`src/rtl/cam_yuv_splitter_if.sv`:
```
// Camera byte stream plus the three FWFT z/vz/lz output channels of the YUV splitter.
interface cam_yuv_splitter_if;
   logic [7:0] cam_data;
   logic       cam_valid;
   logic       cam_sof;
   logic       cam_eol;
   logic       cam_eof;
   logic [7:0] y_data_z;
   logic       y_data_vz;
   logic       y_data_lz;
   logic [7:0] u_data_z;
   logic       u_data_vz;
   logic       u_data_lz;
   logic [7:0] v_data_z;
   logic       v_data_vz;
   logic       v_data_lz;

   modport slave (
      input  cam_data, cam_valid, cam_sof, cam_eol, cam_eof,
      input  y_data_lz, u_data_lz, v_data_lz,
      output y_data_z, y_data_vz, u_data_z, u_data_vz, v_data_z, v_data_vz
   );

   modport master (
      output cam_data, cam_valid, cam_sof, cam_eol, cam_eof,
      output y_data_lz, u_data_lz, v_data_lz,
      input  y_data_z, y_data_vz, u_data_z, u_data_vz, v_data_z, v_data_vz
   );
endinterface

```
`src/rtl/cam_yuv_splitter.sv`:
```
// Splits a packed 4:2:2 camera byte stream into Y/U/V FWFT FIFO channels, optional 4:2:0 chroma drop.
// Define CAM_YUV_SPLIT_STATS_EN to add the frame_cnt / drop_cnt statistics outputs.
//
// state      | meaning
// ST_IDLE    | disabled, all camera bytes ignored
// ST_ARMED   | enabled, waiting for a byte with cam_sof
// ST_CAPTURE | steering bytes of the current frame into the FIFOs
module cam_yuv_splitter #(
   parameter int Y_DEPTH = 16,
   parameter int C_DEPTH = 8
) (
   input  logic                  clk,
   input  logic                  rst_n,
   input  logic [3:0]            ctrl_in,
   cam_yuv_splitter_if.slave     bus,
   output logic                  status_out,
   output logic                  frame_done
`ifdef CAM_YUV_SPLIT_STATS_EN
   ,
   output logic [15:0]           frame_cnt,
   output logic [15:0]           drop_cnt
`endif
);

   localparam logic [1:0] ST_IDLE    = 2'd0;
   localparam logic [1:0] ST_ARMED   = 2'd1;
   localparam logic [1:0] ST_CAPTURE = 2'd2;

   logic       enable, flush, mode_420, order_uyvy;
   logic [1:0] state;
   logic [1:0] phase;
   logic       parity, uyvy_q, m420_q;
   logic       sof_take, take;
   logic [1:0] cur_phase;
   logic       cur_par, cur_uyvy, cur_420, is_y, keep_c;
   logic [2:0] push, pop, drop, lz, vz;
   logic [7:0] head [3];

   assign enable     = ctrl_in[0];
   assign flush      = ctrl_in[1];
   assign mode_420   = ctrl_in[2];
   assign order_uyvy = ctrl_in[3];

   // A byte carrying sof restarts position and latches the frame format, even mid-capture.
   always_comb begin
      sof_take  = ~flush & bus.cam_valid & bus.cam_sof &
                  (((state == ST_ARMED) & enable) | (state == ST_CAPTURE));
      take      = sof_take | (~flush & bus.cam_valid & (state == ST_CAPTURE));
      cur_phase = sof_take ? 2'd0 : phase;
      cur_par   = sof_take ? 1'b0 : parity;
      cur_uyvy  = sof_take ? order_uyvy : uyvy_q;
      cur_420   = sof_take ? mode_420 : m420_q;
      is_y      = (cur_phase[0] == cur_uyvy);
      keep_c    = ~(cur_420 & cur_par);
      push[0]   = take & is_y;
      push[1]   = take & ~is_y & ~cur_phase[1] & keep_c;
      push[2]   = take & ~is_y &  cur_phase[1] & keep_c;
   end

   always_ff @(posedge clk or negedge rst_n) begin
      if (!rst_n) begin
         state      <= ST_IDLE;
         phase      <= 2'd0;
         parity     <= 1'b0;
         uyvy_q     <= 1'b0;
         m420_q     <= 1'b0;
         frame_done <= 1'b0;
      end else if (flush) begin
         state      <= ST_IDLE;
         phase      <= 2'd0;
         parity     <= 1'b0;
         frame_done <= 1'b0;
      end else begin
         frame_done <= take & bus.cam_eof;
         if (take & bus.cam_eof)
            state <= enable ? ST_ARMED : ST_IDLE;
         else if (sof_take)
            state <= ST_CAPTURE;
         else if ((state == ST_IDLE) & enable)
            state <= ST_ARMED;
         else if ((state == ST_ARMED) & ~enable)
            state <= ST_IDLE;
         if (take) begin
            if (bus.cam_eol) begin
               phase  <= 2'd0;
               parity <= ~cur_par;
            end else begin
               phase  <= cur_phase + 2'd1;
               parity <= cur_par;
            end
         end
         if (sof_take) begin
            uyvy_q <= order_uyvy;
            m420_q <= mode_420;
         end
      end
   end

   assign lz = {bus.v_data_lz, bus.u_data_lz, bus.y_data_lz};

   for (genvar g = 0; g < 3; g++) begin : g_fifo
      localparam int DEPTH = (g == 0) ? Y_DEPTH : C_DEPTH;
      localparam int AW    = $clog2(DEPTH);
      localparam logic [AW:0] PTR_ONE = 1;

      logic [7:0]  mem [DEPTH];
      logic [AW:0] wr_ptr, rd_ptr;
      logic        empty, full, wr_en;

      // Extra pointer MSB separates full from empty when the index bits match.
      assign empty   = (wr_ptr == rd_ptr);
      assign full    = (wr_ptr[AW-1:0] == rd_ptr[AW-1:0]) & (wr_ptr[AW] != rd_ptr[AW]);
      assign vz[g]   = ~empty;
      assign pop[g]  = ~empty & lz[g];
      assign drop[g] = push[g] & full & ~pop[g];
      assign wr_en   = push[g] & ~drop[g];
      assign head[g] = empty ? 8'h00 : mem[rd_ptr[AW-1:0]];

      always_ff @(posedge clk or negedge rst_n) begin
         if (!rst_n) begin
            wr_ptr <= '0;
            rd_ptr <= '0;
         end else if (flush) begin
            wr_ptr <= '0;
            rd_ptr <= '0;
         end else begin
            if (wr_en)
               wr_ptr <= wr_ptr + PTR_ONE;
            if (pop[g])
               rd_ptr <= rd_ptr + PTR_ONE;
         end
      end

      always_ff @(posedge clk) begin
         if (wr_en)
            mem[wr_ptr[AW-1:0]] <= bus.cam_data;
      end
   end

   assign bus.y_data_z  = head[0];
   assign bus.u_data_z  = head[1];
   assign bus.v_data_z  = head[2];
   assign bus.y_data_vz = vz[0];
   assign bus.u_data_vz = vz[1];
   assign bus.v_data_vz = vz[2];

   always_ff @(posedge clk or negedge rst_n) begin
      if (!rst_n)
         status_out <= 1'b0;
      else if (flush)
         status_out <= 1'b0;
      else if (|drop)
         status_out <= 1'b1;
   end

`ifdef CAM_YUV_SPLIT_STATS_EN
   // At most one byte arrives per cycle, so at most one drop bit is ever set.
   always_ff @(posedge clk or negedge rst_n) begin
      if (!rst_n) begin
         frame_cnt <= 16'd0;
         drop_cnt  <= 16'd0;
      end else if (flush) begin
         frame_cnt <= 16'd0;
         drop_cnt  <= 16'd0;
      end else begin
         if (frame_done)
            frame_cnt <= frame_cnt + 16'd1;
         if ((|drop) && (drop_cnt != 16'hFFFF))
            drop_cnt <= drop_cnt + 16'd1;
      end
   end
`endif

endmodule

```
`src/flat_wrapper.sv`:
```
// flat-port wrapper written by rule: the top's interface ports become plain ports
module cam_yuv_splitter_flat 
#(
   parameter int Y_DEPTH = 16,
   parameter int C_DEPTH = 8
)
  (clk, rst_n, ctrl_in, status_out, frame_done, bus_cam_data, bus_cam_valid, bus_cam_sof, bus_cam_eol, bus_cam_eof, bus_y_data_lz, bus_u_data_lz, bus_v_data_lz, bus_y_data_z, bus_y_data_vz, bus_u_data_z, bus_u_data_vz, bus_v_data_z, bus_v_data_vz);
  cam_yuv_splitter_if bus_i ();
  input  logic clk;
  input  logic rst_n;
  input  logic [3:0] ctrl_in;
  output logic status_out;
  output logic frame_done;
  input wire logic [$bits(bus_i.cam_data)-1:0] bus_cam_data;
  input wire logic [$bits(bus_i.cam_valid)-1:0] bus_cam_valid;
  input wire logic [$bits(bus_i.cam_sof)-1:0] bus_cam_sof;
  input wire logic [$bits(bus_i.cam_eol)-1:0] bus_cam_eol;
  input wire logic [$bits(bus_i.cam_eof)-1:0] bus_cam_eof;
  input wire logic [$bits(bus_i.y_data_lz)-1:0] bus_y_data_lz;
  input wire logic [$bits(bus_i.u_data_lz)-1:0] bus_u_data_lz;
  input wire logic [$bits(bus_i.v_data_lz)-1:0] bus_v_data_lz;
  output wire logic [$bits(bus_i.y_data_z)-1:0] bus_y_data_z;
  output wire logic [$bits(bus_i.y_data_vz)-1:0] bus_y_data_vz;
  output wire logic [$bits(bus_i.u_data_z)-1:0] bus_u_data_z;
  output wire logic [$bits(bus_i.u_data_vz)-1:0] bus_u_data_vz;
  output wire logic [$bits(bus_i.v_data_z)-1:0] bus_v_data_z;
  output wire logic [$bits(bus_i.v_data_vz)-1:0] bus_v_data_vz;
  assign bus_i.cam_data = bus_cam_data;
  assign bus_i.cam_valid = bus_cam_valid;
  assign bus_i.cam_sof = bus_cam_sof;
  assign bus_i.cam_eol = bus_cam_eol;
  assign bus_i.cam_eof = bus_cam_eof;
  assign bus_i.y_data_lz = bus_y_data_lz;
  assign bus_i.u_data_lz = bus_u_data_lz;
  assign bus_i.v_data_lz = bus_v_data_lz;
  assign bus_y_data_z = bus_i.y_data_z;
  assign bus_y_data_vz = bus_i.y_data_vz;
  assign bus_u_data_z = bus_i.u_data_z;
  assign bus_u_data_vz = bus_i.u_data_vz;
  assign bus_v_data_z = bus_i.v_data_z;
  assign bus_v_data_vz = bus_i.v_data_vz;
  cam_yuv_splitter #(.Y_DEPTH(Y_DEPTH), .C_DEPTH(C_DEPTH)) u_core (.clk(clk), .rst_n(rst_n), .ctrl_in(ctrl_in), .bus(bus_i), .status_out(status_out), .frame_done(frame_done));
endmodule
```
`config.mk`:
```
export PLATFORM = sky130hd
export DESIGN_NAME = cam_yuv_splitter_flat
export DESIGN_NICKNAME = d
export VERILOG_FILES = /design/src/rtl/cam_yuv_splitter_if.sv /design/src/rtl/cam_yuv_splitter.sv /design/src/flat_wrapper.sv
export SDC_FILE = /design/constraint.sdc
export NUM_CORES = 1
export LEC_CHECK = 0
export CAP_MARGIN = 20
export CORE_UTILIZATION = 60
export CTS_BUF_LIST = sky130_fd_sc_hd__clkbuf_16
export CTS_CLUSTER_SIZE = 20
export DETAILED_ROUTE_END_ITERATION = 8
export HOLD_SLACK_MARGIN = 0.15
export PLACE_DENSITY = 0.79
export RECOVER_POWER = 50
export SLEW_MARGIN = 5
export SYNTH_ARGS = -nofsm -noshare
export SYNTH_HDL_FRONTEND = slang
export SYNTH_SLANG_ARGS = --single-unit
```
`constraint.sdc`:
```
create_clock -name clk -period 3.1 [get_ports clk]
set_clock_uncertainty 0.05 [all_clocks]
set_input_delay 0.31 -clock clk [delete_from_list [all_inputs] [get_ports clk]]
set_output_delay 0.31 -clock clk [all_outputs]
set_load 0.05 [all_outputs]
```
==> flow_metrics.py <==
metrics = {
    "logic_synthesis": {
        "synth_fp_nets": 673,
        "yosys_warnings": 0,
        "ys_async_sr_fraction_pct": 12.0,
        "synth-seq-area-share_pct": 71.0,
        "synth_flop_cell": "edfxtp_1",
        "synth-edff-count": 256,
        "ys_seq_elements": 291,
        "synth_area_um2": 12100,
        "ys_types": 48,
        "synth_area_per_cell_um2": 18.8,
        "synth_cells": 643,
    },
    "clock_network": {
        "clock_sinks": 291,
        "clock_path_buffers": 3,
        "htreeDepth": 1,
        "numCtsBuffers": 29,
        "ctsResizeCount": 0,
        "cts-root-buf": "clkbuf_16",
        "clk_latency_ns": 0.56,
        "cts_tree": "done",
        "path_clk_slew_ns": 0.06,
        "cts_setup_buffers": 0,
        "cts_hold_buf": 1,
    },
    "global_routing": {
        "busiest_layer": "met2",
        "grt_first_pass_wirelength_um": 39100,
        "gr-usage-all-layers_pct": 26.6,
        "use_met1_pct": 38.0,
        "grt_max_degree": 37,
        "antenna_found_initial": 0,
        "grt-ovfl-total": 0,
        "met3_usage_pct": 4.63,
        "grt_use_met2_pct": 42.5,
        "grt_pass1_vias": 6439,
    },
    "route": {
        "drtIter0Drc": 705,
        "drc": 0,
        "antenna_left": 0,
        "dr.pass1.iters": 5,
        "drt-vias-per-instance": 6.35,
        "drt-total-wl_um": 26000,
        "wl_per_cell_um": 25.6,
        "num_vias": 6455,
    },
    "setup_path": {
        "end_kind": "output pin",
        "path_delay_family": "multiplexers",
        "path_cells": "buf_12, mux4_2, mux4_2, nor2b_1, buf_4",
        "cp.required_ns": 2.74,
        "worstPathMaxFanout": 36,
        "startpoint": "u_core.g_fifo[0].rd_ptr[0]$_DFFE_PN0P_",
        "cp.arrival_ns": 2.67,
        "worstSetupPathType": "reg2out",
        "crit_top_cell": "mux4_2",
        "crit_buf_inv": 2,
        "reg2reg_slack_ns": 0.24,
        "timing.rr.end": "u_core.g_fifo[0].mem[9][1]$_DFFE_PP_",
        "cp_slowest_stage_delay_ns": 0.61,
        "regToRegStartpoint": "u_core.state[1]$_DFFE_PN0P_",
        "crit_slowest_cell": "mux4_2",
        "worstRegToRegCells": 6,
        "cp-start-kind": "flop",
    },
    "placement": {
        "gp_congestion": 0.788,
        "dp.final_hpwl_um": 15500,
        "port_buffers": 49,
    },
    "cells_and_area": {
        "final_cell_mix": "256 x edfxtp_1, 72 x mux4_2, 57 x buf_4",
        "antenna_cells": 0,
        "num-nets-final": 760,
        "final_common_cell": "edfxtp_1",
        "area_growth_pct": 15.3,
        "drive_gt1_share_pct": 24.6,
    },
    "floorplan": {
        "dieArea_um2": 20700,
        "rows": 51,
        "io-pin-count": 50,
        "core_um2": 19600,
        "initial_core_util_pct": 61.6,
        "fp.dieW_um": 144,
        "die_h_um": 144,
    },
    "power_and_ir_drop": {
        "combPwrFrac_pct": 3.3,
        "clkPwrFrac_pct": 43.7,
        "swShare_pct": 20.7,
        "leakage_nw": 4.66,
        "irDropWorstVdd_uv": 491,
        "seq_power_share_pct": 53.0,
        "p_sw_mw": 1.67,
        "power_density_nw_per_um2": 582,
        "intPower_mw": 6.42,
    },
    "sta": {
        "setup_violations": 0,
        "fin_setup_tns_ns": 0,
        "worstMarginPinSlew_ns": 2.10,
        "fin_crit_sh_pct": 97.8,
        "rsz0062_at_grt": "no",
        "slew_headroom_pct": -39.9,
        "hold_viol": 0,
        "slew_violations": 267,
        "hold_slack_ns": 0.316,
        "fmax_ghz": 0.330,
        "fin_crit_ns": 3.03,
    },
    "run": {
        "cap_violations": 9,
    },
    "run_status": {
        "violations": "max-capacitance violations, max-slew violations",
        "outcome": "finished, violations left",
    },
    "worst_hold_path": {
        "hp-class": "in2reg",
        "holdPathEnd": "u_core.m420_q$_DFFE_PN0N_",
        "hp-start": "ctrl_in[2]",
        "hold_depth": 2,
    },
}
[sequential cells by signal, indices dropped and copies added, names as in the netlist]
signal                cells
u_core.g_fifo.mem       256
u_core.phase              2
u_core.g_fifo.rd_ptr     13
u_core.state              2
u_core.uyvy_q             1
u_core.parity             1
u_core.status_out         1
u_core.m420_q             1
u_core.g_fifo.wr_ptr     13
u_core.frame_done         1
[power groups by stage]
stage / combinational [mW] / sequential (mW) / clock (mW)
after floorplan: 0.127 / 4.36 / 0
after global placement: 0.263 / 4.36 / 0
after detailed placement: 0.274 / 4.37 / 0
after CTS: 0.278 / 4.28 / 3.56
after global routing: 0.286 / 4.29 / 3.71
final: 0.268 / 4.29 / 3.53
[cell usage after synthesis (all sizes together), types with 3 or more instances]
master | number | share of area, %
nor3 | 8 | 0.37
a21oi | 8 | 0.33
mux2i | 25 | 2.1
o21ai | 6 | 0.25
inv | 9 | 0.28
nand3 | 13 | 0.54
nor2 | 45 | 1.4
and4b | 8 | 0.66
dfrtp | 35 | 7.3
edfxtp | 256 | 64
ha | 9 | 0.93
nor2b | 10 | 0.52
nand2b | 4 | 0.21
xnor2 | 19 | 1.4
buf | 23 | 1.2
mux4 | 72 | 13
clkbuf | 12 | 0.38
a211oi | 5 | 0.35
nor4b | 3 | 0.22
and3 | 6 | 0.31
and4 | 5 | 0.36
and2 | 4 | 0.21
nor3b | 6 | 0.37
nand2 | 19 | 0.59
xor2 | 13 | 0.94
[through the flow]
step | std cells | total power [mW] | util, % | cell area [um^2] | setup WS (ns)
final | 1017 | 8.09 | 71.0 | 13900 | 0.0690
after floorplan | 643 | 4.49 | - | 12100 | 0.480
after global routing | 1017 | 8.28 | 71.0 | 13900 | 0.000587
after global placement | 963 | 4.63 | 66.2 | 13000 | 0.347
after detailed placement | 963 | 4.64 | 66.2 | 13000 | 0.231
after CTS | 1017 | 8.12 | 71.2 | 14000 | 0.0483
[metal layers]
layer,share of wire (%),routed length [um]
met4,2.8,718
met1,40,10500
met2,49,12700
met3,7.9,2060
met5,0,0
[layout make-up]
cell class                 instances  area, um^2
clock buffer                      29         726
clock inverter                    24         240
fill                            1153        5680
inverter                           9        33.8
multi-input combinational        308        3270
sequential                       291        8560
tap                              265         332
timing repair buffer              91         742
[worst reg2reg max path, stage by stage (launching register included)]
cell and delay [ns]:
dfrtp_1 0.43, and2b_1 0.22, o211ai_1 0.62, mux2i_1 0.29, nor2_2 0.13, buf_4 0.21, and4b_1 0.54
[how the worst max path moves through the flow]
stage	end	slack (ns)	cells after the start
floorplan	u_core.g_fifo[1].mem[1][0]$_DFFE_PP_	0.48	6
global placement	u_core.g_fifo[1].mem[6][5]$_DFFE_PP_	0.35	7
global route	bus_y_data_z[6]	0.0006	5
detailed placement	u_core.g_fifo[1].mem[6][4]$_DFFE_PP_	0.23	7
CTS	bus_y_data_z[6]	0.05	5
finish	bus_y_data_z[6]	0.07	5
[kinds of logic (layout without fill, tap and decap cells)]
group | Yosys count | count (layout) | share of synthesized area [%]
flip-flops | 291 | 291 | 71.0
AND/OR/NAND/NOR | 141 | 141 | 6.49
multiplexers | 99 | 99 | 15.7
buffers and inverters | 44 | 153 | 1.81
XOR/XNOR | 32 | 32 | 2.32
AO/OA/AOI/OAI | 27 | 27 | 1.76
adder cells (fa/ha/maj) | 9 | 9 | 0.933
No activity file was read; power rests on OpenSTA's default activity.
